File: src/rtl/msx_ram_arbiter.sv
// ---------------------------------------------------------------------------
// msx_ram_arbiter
//
// Shares the single SDRAM/BRAM port of the MSX core between three requesters:
// CPU slot accesses, ROM/BIOS download writes and flash-emulation accesses.
// Arbitration happens only while idle, with fixed priority CPU > DL > FLASH.
// Every transaction runs IDLE -> ACCESS -> WAIT -> DONE -> IDLE.
//
// Optional feature: define RAM_ARB_STARVE_EN to enable the flash starvation
// guard. After STARVE_MAX consecutive CPU/DL grants made while fl_req is high,
// the next grant goes to flash. With the macro undefined, strict priority is
// used and the counter does not exist.
//
// Ports
//   clk21m, reset          : single clock, synchronous active-high reset
//   cpu_req/addr/din/rnw/bram : CPU request strobe and payload (1-deep slot)
//   cpu_dout, cpu_ack      : CPU read data (held), one-cycle completion pulse
//   cpu_busy               : CPU request pending or in service (feeds WAIT)
//   dl_wr/addr/data        : download write strobe and payload (SDRAM only)
//   dl_wait                : download slot is full
//   fl_req/addr/din/rnw    : flash level request and payload (SDRAM only)
//   fl_dout, fl_ready      : flash read data, one-cycle completion pulse
//   ram_addr/din/rnw       : shared port address, write data, read/not-write
//   sdram_ce, bram_ce      : chip enables, high only in the ACCESS cycle
//   ram_dout               : shared port read data
// ---------------------------------------------------------------------------
module msx_ram_arbiter #(
  parameter int LAT_SDRAM  = 4,
  parameter int LAT_BRAM   = 1,
  parameter int STARVE_MAX = 8
) (
  input  logic        clk21m,
  input  logic        reset,
  input  logic        cpu_req,
  input  logic [26:0] cpu_addr,
  input  logic [7:0]  cpu_din,
  input  logic        cpu_rnw,
  input  logic        cpu_bram,
  output logic [7:0]  cpu_dout,
  output logic        cpu_ack,
  output logic        cpu_busy,
  input  logic        dl_wr,
  input  logic [26:0] dl_addr,
  input  logic [7:0]  dl_data,
  output logic        dl_wait,
  input  logic        fl_req,
  input  logic [26:0] fl_addr,
  input  logic [7:0]  fl_din,
  input  logic        fl_rnw,
  output logic [7:0]  fl_dout,
  output logic        fl_ready,
  output logic [26:0] ram_addr,
  output logic [7:0]  ram_din,
  output logic        ram_rnw,
  output logic        sdram_ce,
  output logic        bram_ce,
  input  logic [7:0]  ram_dout
);

  typedef enum logic [1:0] {S_IDLE, S_ACCESS, S_WAIT, S_DONE} state_t;
  typedef enum logic [1:0] {G_CPU, G_DL, G_FL} grant_t;

  state_t      r_state;
  grant_t      r_grant;
  logic [3:0]  r_cnt;
  logic        r_bram;

  // CPU slot: r_cpu_busy covers both "pending" and "in service".
  logic        r_cpu_busy;
  logic [26:0] r_cpu_addr;
  logic [7:0]  r_cpu_din;
  logic        r_cpu_rnw;
  logic        r_cpu_bram;

  logic        r_dl_pend;
  logic [26:0] r_dl_addr;
  logic [7:0]  r_dl_data;

  logic        w_cpu_accept, w_dl_accept;
  logic        w_cpu_avail, w_dl_avail;
  logic        w_force_fl;
  logic        w_any;
  grant_t      w_win;
  logic [26:0] w_sel_addr;
  logic [7:0]  w_sel_din;
  logic        w_sel_rnw;
  logic        w_sel_bram;

  // A strobe arriving while its slot is occupied is dropped.
  assign w_cpu_accept = cpu_req & ~r_cpu_busy;
  assign w_dl_accept  = dl_wr & ~r_dl_pend;
  // A request strobed in the idle cycle is granted in that same cycle, which
  // gives the ACCESS-at-cycle-1 latency.
  assign w_cpu_avail  = r_cpu_busy | w_cpu_accept;
  assign w_dl_avail   = r_dl_pend | w_dl_accept;

  assign cpu_busy = r_cpu_busy;
  assign dl_wait  = r_dl_pend;

`ifdef RAM_ARB_STARVE_EN
  logic [3:0] r_starve;

  assign w_force_fl = fl_req && (r_starve == 4'(STARVE_MAX));

  always_ff @(posedge clk21m) begin
    if (reset || !fl_req) begin
      r_starve <= '0;
    end else if (r_state == S_IDLE && w_any) begin
      if (w_win == G_FL) r_starve <= '0;
      else               r_starve <= r_starve + 4'd1;
    end
  end
`else
  logic w_unused_starve;
  assign w_force_fl      = 1'b0;
  assign w_unused_starve = ^4'(STARVE_MAX);
`endif

  // Winner selection and payload mux for the idle-cycle grant.
  always_comb begin
    // NOTE: every output of this block gets a default first, so no path can
    // leave a value unassigned and infer a latch.
    w_any      = 1'b1;
    w_win      = G_CPU;
    w_sel_addr = '0;
    w_sel_din  = '0;
    w_sel_rnw  = 1'b1;
    w_sel_bram = 1'b0;
    if (w_force_fl)       w_win = G_FL;
    else if (w_cpu_avail) w_win = G_CPU;
    else if (w_dl_avail)  w_win = G_DL;
    else if (fl_req)      w_win = G_FL;
    else                  w_any = 1'b0;

    unique case (w_win)
      G_CPU: begin
        w_sel_addr = r_cpu_busy ? r_cpu_addr : cpu_addr;
        w_sel_din  = r_cpu_busy ? r_cpu_din  : cpu_din;
        w_sel_rnw  = r_cpu_busy ? r_cpu_rnw  : cpu_rnw;
        w_sel_bram = r_cpu_busy ? r_cpu_bram : cpu_bram;
      end
      G_DL: begin
        w_sel_addr = r_dl_pend ? r_dl_addr : dl_addr;
        w_sel_din  = r_dl_pend ? r_dl_data : dl_data;
        w_sel_rnw  = 1'b0;
      end
      default: begin
        w_sel_addr = fl_addr;
        w_sel_din  = fl_din;
        w_sel_rnw  = fl_rnw;
      end
    endcase
  end

  // NOTE: all sequential state uses non-blocking assignments so every register
  // samples the pre-edge values, independent of statement order.
  always_ff @(posedge clk21m) begin
    if (reset) begin
      r_state    <= S_IDLE;
      r_grant    <= G_CPU;
      r_cnt      <= '0;
      r_bram     <= 1'b0;
      r_cpu_busy <= 1'b0;
      r_cpu_addr <= '0;
      r_cpu_din  <= '0;
      r_cpu_rnw  <= 1'b1;
      r_cpu_bram <= 1'b0;
      r_dl_pend  <= 1'b0;
      r_dl_addr  <= '0;
      r_dl_data  <= '0;
      ram_addr   <= '0;
      ram_din    <= '0;
      ram_rnw    <= 1'b1;
      sdram_ce   <= 1'b0;
      bram_ce    <= 1'b0;
      cpu_dout   <= 8'hFF;
      fl_dout    <= 8'hFF;
      cpu_ack    <= 1'b0;
      fl_ready   <= 1'b0;
    end else begin
      cpu_ack  <= 1'b0;
      fl_ready <= 1'b0;

      if (w_cpu_accept) begin
        r_cpu_busy <= 1'b1;
        r_cpu_addr <= cpu_addr;
        r_cpu_din  <= cpu_din;
        r_cpu_rnw  <= cpu_rnw;
        r_cpu_bram <= cpu_bram;
      end
      if (w_dl_accept) begin
        r_dl_pend <= 1'b1;
        r_dl_addr <= dl_addr;
        r_dl_data <= dl_data;
      end

      unique case (r_state)
        S_IDLE: begin
          if (w_any) begin
            r_grant  <= w_win;
            r_bram   <= w_sel_bram;
            ram_addr <= w_sel_addr;
            ram_din  <= w_sel_din;
            ram_rnw  <= w_sel_rnw;
            sdram_ce <= ~w_sel_bram;
            bram_ce  <= w_sel_bram;
            r_state  <= S_ACCESS;
          end
        end
        S_ACCESS: begin
          sdram_ce <= 1'b0;
          bram_ce  <= 1'b0;
          // Loaded with LAT-1: WAIT then lasts LAT cycles and its last cycle
          // is the one in which ram_dout is valid.
          r_cnt    <= r_bram ? 4'(LAT_BRAM - 1) : 4'(LAT_SDRAM - 1);
          r_state  <= S_WAIT;
        end
        S_WAIT: begin
          if (r_cnt == 4'd0) begin
            // Completion results are registered here so that ack, dout and
            // the cleared slot all become visible together in DONE.
            r_state <= S_DONE;
            unique case (r_grant)
              G_CPU: begin
                cpu_ack    <= 1'b1;
                r_cpu_busy <= 1'b0;
                if (ram_rnw) cpu_dout <= ram_dout;
              end
              G_DL: r_dl_pend <= 1'b0;
              default: begin
                fl_ready <= 1'b1;
                if (ram_rnw) fl_dout <= ram_dout;
              end
            endcase
          end else begin
            r_cnt <= r_cnt - 4'd1;
          end
        end
        default: r_state <= S_IDLE;
      endcase
    end
  end

endmodule

File: config.mk
export PLATFORM = sky130hd
export DESIGN_NAME = msx_ram_arbiter
export DESIGN_NICKNAME = d
export VERILOG_FILES = /design/src/rtl/msx_ram_arbiter.sv
export SDC_FILE = /design/constraint.sdc
export NUM_CORES = 1
export LEC_CHECK = 0
export CORE_AREA = 2 2 174 91
export CTS_BUF_LIST = sky130_fd_sc_hd__clkbuf_8
export CTS_CLUSTER_SIZE = 40
export DETAILED_ROUTE_END_ITERATION = 16
export DIE_AREA = 0 0 176 93
export PLACE_DENSITY = 0.8
export SKIP_CTS_REPAIR_TIMING = 1
export SLEW_MARGIN = 20
export SYNTH_ARGS = -nofsm -noshare
export SYNTH_HDL_FRONTEND = slang
export SYNTH_SLANG_ARGS = --single-unit
File: constraint.sdc
create_clock -name clk21m -period 2.4 [get_ports clk21m]
set_clock_uncertainty 0.2 [all_clocks]
set_input_delay 0.48 -clock clk21m [delete_from_list [all_inputs] [get_ports clk21m]]
set_output_delay 0.48 -clock clk21m [all_outputs]
set_load 0.02 [all_outputs]
==> summary.md <==
| Metric | Value |
|---|---|
| Status | `complete, no violations` |
| Fmax | `435.0 MHz` |
| Endpoints failing hold | `0` |
| WS Path Type | `flip-flop to output port` |
| Leakage | `3.459 nW` |
| Post-Syn Area | `roughly 6500 um2` |
| CP peak stage delay | `roughly 670 ps` |
| Clk sinks | `approximately 140` |
| Hold Path Class | `flip-flop to flip-flop` |
| Clock Tree Root | `clkbuf_8` |
| Clk pwr share | `22.4%` |
| Starting Density | `43.82%` |
| Slew headroom | `66.58%` |
| DRC violations left | `0` |
| Yosys top cell area share | `between 40% and 50%` |
| Cell Rows | `32` |
| Antenna violations before repair | `2` |
| WP data arrival | `1620 ps` |
| Vias in the first global route | `5,978` |
| Clock Path Buffers | `2` |
| Asr flop ratio synth | `0%` |
| Fillers | `1,301` |
| Worst setup SP type | `flip-flop` |
| Synth Net Count | `roughly 950` |
| Routed len/inst | `18.22 um` |
| Via count | `6,630` |
| Via-to-Cell Ratio | `5.539` |
| Post-route antenna net violation count | `0` |
| Worst path bufs/invs | `1` |
| Clk slew on worst S/H paths | `80 ps` |
| Max FO, Critical Path | `17` |
| Worst endpoint required time | `1720 ps` |
| GPL Wtd Cong | `around 0.85` |
| Pre-antenna DRT Iters | `5` |
| Post-synthesis sequential area ratio | `about 43%` |
| Mapped Cells | `827` |
| Final wirelength | `21,810 um` |
| Syn Area/Cell | `about 7.9 um2` |
| DRT iter0 DRCs | `785` |
| First-pass GRT wire length | `roughly 34,000 um` |
| Delay-heaviest family, CP | `buffers and inverters` |
| Leading area contributor after synthesis | `dfxtp_1` |
| Post-synth EDFFs | `0` |
| Dpl cells | `1,164` |
| Largest net degree at the start of global routing | `109` |
| Cell Chain, Critical Path | `clkdlybuf4s50_1` |
| Pwr dens | `941.4 nW/um2` |
| Ys flop type | `dfxtp_1` |
| DP Wirelength | `15,350 um` |
| Post-synth cell types | `43` |
| PortBufs | `178` |
| Area of the multi-input gates | `3390 um2` |
| Area of the core | `~15,000 um2` |
| Switching power | `3.231 mW` |
| Final worst path period need | `between 2000 and 2500 ps` |
| Final setup violation count | `0` |
| Ports | `179` |
| Int Pwr | `5.208 mW` |
| Worst setup EP type | `output port` |
| Die W | `about 180 um` |
| Number of synthesized register bits | `139` |
| Seq. cell area | `between 2000 and 3000 um2` |
| CP max stage cell | `clkdlybuf4s50_1` |
| Worst-Skew Late Latency | `430 ps` |
| Final cell count without fillers | `1,197` |
| Die Y | `about 93 um` |
| Hold Slack | `254.7 ps` |
| # nets final | `1,105` |
| Top post-synthesis cells by area | `dfxtp_1 43%, mux2i_1 12%, a21oi_1 12%, nand2_1 8.4%, nand3_1 5.7%` |
| RSZ-0062 raised after global routing | `false` |
| Comb pwr share | `around two fifths` |
| Slew @ Worst Pin | `501.3 ps` |
| Die area | `16,370 um2` |
| Max-cap violations | `0` |
| Synth-to-Final Area Change | `37.00%` |
| Final Cycle Share | `between 90% and 100%` |
| GR Overflow Total | `0` |
| Maximum vdd drop | `around 430 uV` |
| CTS Buf Count | `17` |
| Sw Ratio | `38.29%` |
| Share of cells above drive strength 1 | `7.661%` |
| TritonCTS clock tree | `built` |
| H-tree levels | `4` |
| Pins Over Slew Limit | `0` |
| Yosys Warn Count | `0` |
| Sequential cell fraction of total power | `36.0%` |
| Tot GR Track Use | `26.83%` |
==> metal layers <==
layer / track usage (%) / share of wire (%) / vias up
li1: - / - / 3184
met4: 3.857 / 0.37 / 4
met1: 43.27 / 50 / 3085
met2: 35.83 / 39 / 346
met3: 6.260 / 11 / 11
met5: 0 / 0.12 / -
==> registers in the layout, indices dropped and copies added, names as in the netlist, 2 cells and up <==
signal	cells
ram_addr	27
ram_din	8
r_grant	2
r_cpu_din	8
r_dl_addr	27
r_cpu_addr	27
r_dl_data	8
r_cnt	4
r_state	2
fl_dout	8
cpu_dout	8
==> metrics by stage <==
step	utilization [%]	area (um2)	total power [mW]	TNS (ps)	setup slack (ps)
after floorplan	-	6544	5.200	0	481.0
after global placement	57.41	8574	6.450	-74.52	-24.02
after detailed placement	57.41	8574	6.547	-1723	-76.25
after CTS	60.00	8960	8.428	-74.65	-74.65
after global routing	60.01	8962	8.887	0	60.03
final	60.03	8965	8.439	0	101.2
==> cells in the final DEF, fill, tap and decap left out, drive strengths merged, types with 3 or more instances in the layout <==
master / n
clkdlybuf4s50: 177
a21oi: 158
nand2: 148
dfxtp: 139
mux2i: 80
nand3: 74
o21ai: 74
buf: 30
nor2: 25
clkbuf: 17
nor3: 11
inv: 9
ha: 5
clkinvlp: 5
clkinv: 5
nand2b: 3
and3: 3
nor2b: 3
==> power groups by stage <==
| stage | Sequential, mW | Clock, mW | Combinational (mW) |
|---|---|---|---|
| finish | 3.04 | 1.89 | 3.50 |
| global route | 3.09 | 2.01 | 3.79 |
| CTS | 3.03 | 1.91 | 3.48 |
| detailed placement | 3.08 | 0 | 3.47 |
| global placement | 3.07 | 0 | 3.38 |
| floorplan | 3.38 | 0 | 1.82 |
==> cells in the mapped netlist, types with 3 or more instances <==
cell type	count
buf_2	19
ha_1	5
mux2i_1	80
o21ai_1	30
buf_6	7
o21ai_0	43
buf_1	7
and3_1	3
a21oi_1	158
inv_1	6
nor2_1	25
nor2b_1	3
nand2_1	147
nand2b_1	3
nand3_1	74
dfxtp_1	139
nor3_1	11
clkbuf_1	39
==> area by class of cell <==
cell class	count	area share (%)
Clock buffer	17	2.610
Inverter	6	0.2512
Sequential cell	139	31.10
Multi-Input combinational cell	608	37.81
Tap cell	204	2.847
Timing Repair Buffer	207	23.67
Antenna cell	1	0.02791
Clock inverter	15	1.689
==> cell families (layout without fill, tap and decap cells) <==
logic type	count (synthesis)	after routing	synth area share, %
adders and majority gates	5	5	0.9560
AOI/OAI and AO/OA	243	243	19.46
muxes	80	80	12.24
and+or+nand+nor	280	280	18.99
buffers and inverters	80	245	5.832
other	0	1	0
DFF	139	139	42.52
==> worst paths after layout <==
path,startpoint,to,slack [ps],depth (start not counted)
worst max-delay path,cpu_busy,cpu_busy,100,1
worst min register to register,r_dl_addr[11],r_dl_addr[11],250,2
worst min-delay path,r_dl_addr[11],r_dl_addr[11],250,2
worst max register to register,r_cnt[0],cpu_dout[2],370,6
No activity file was read; power rests on OpenSTA's default activity.
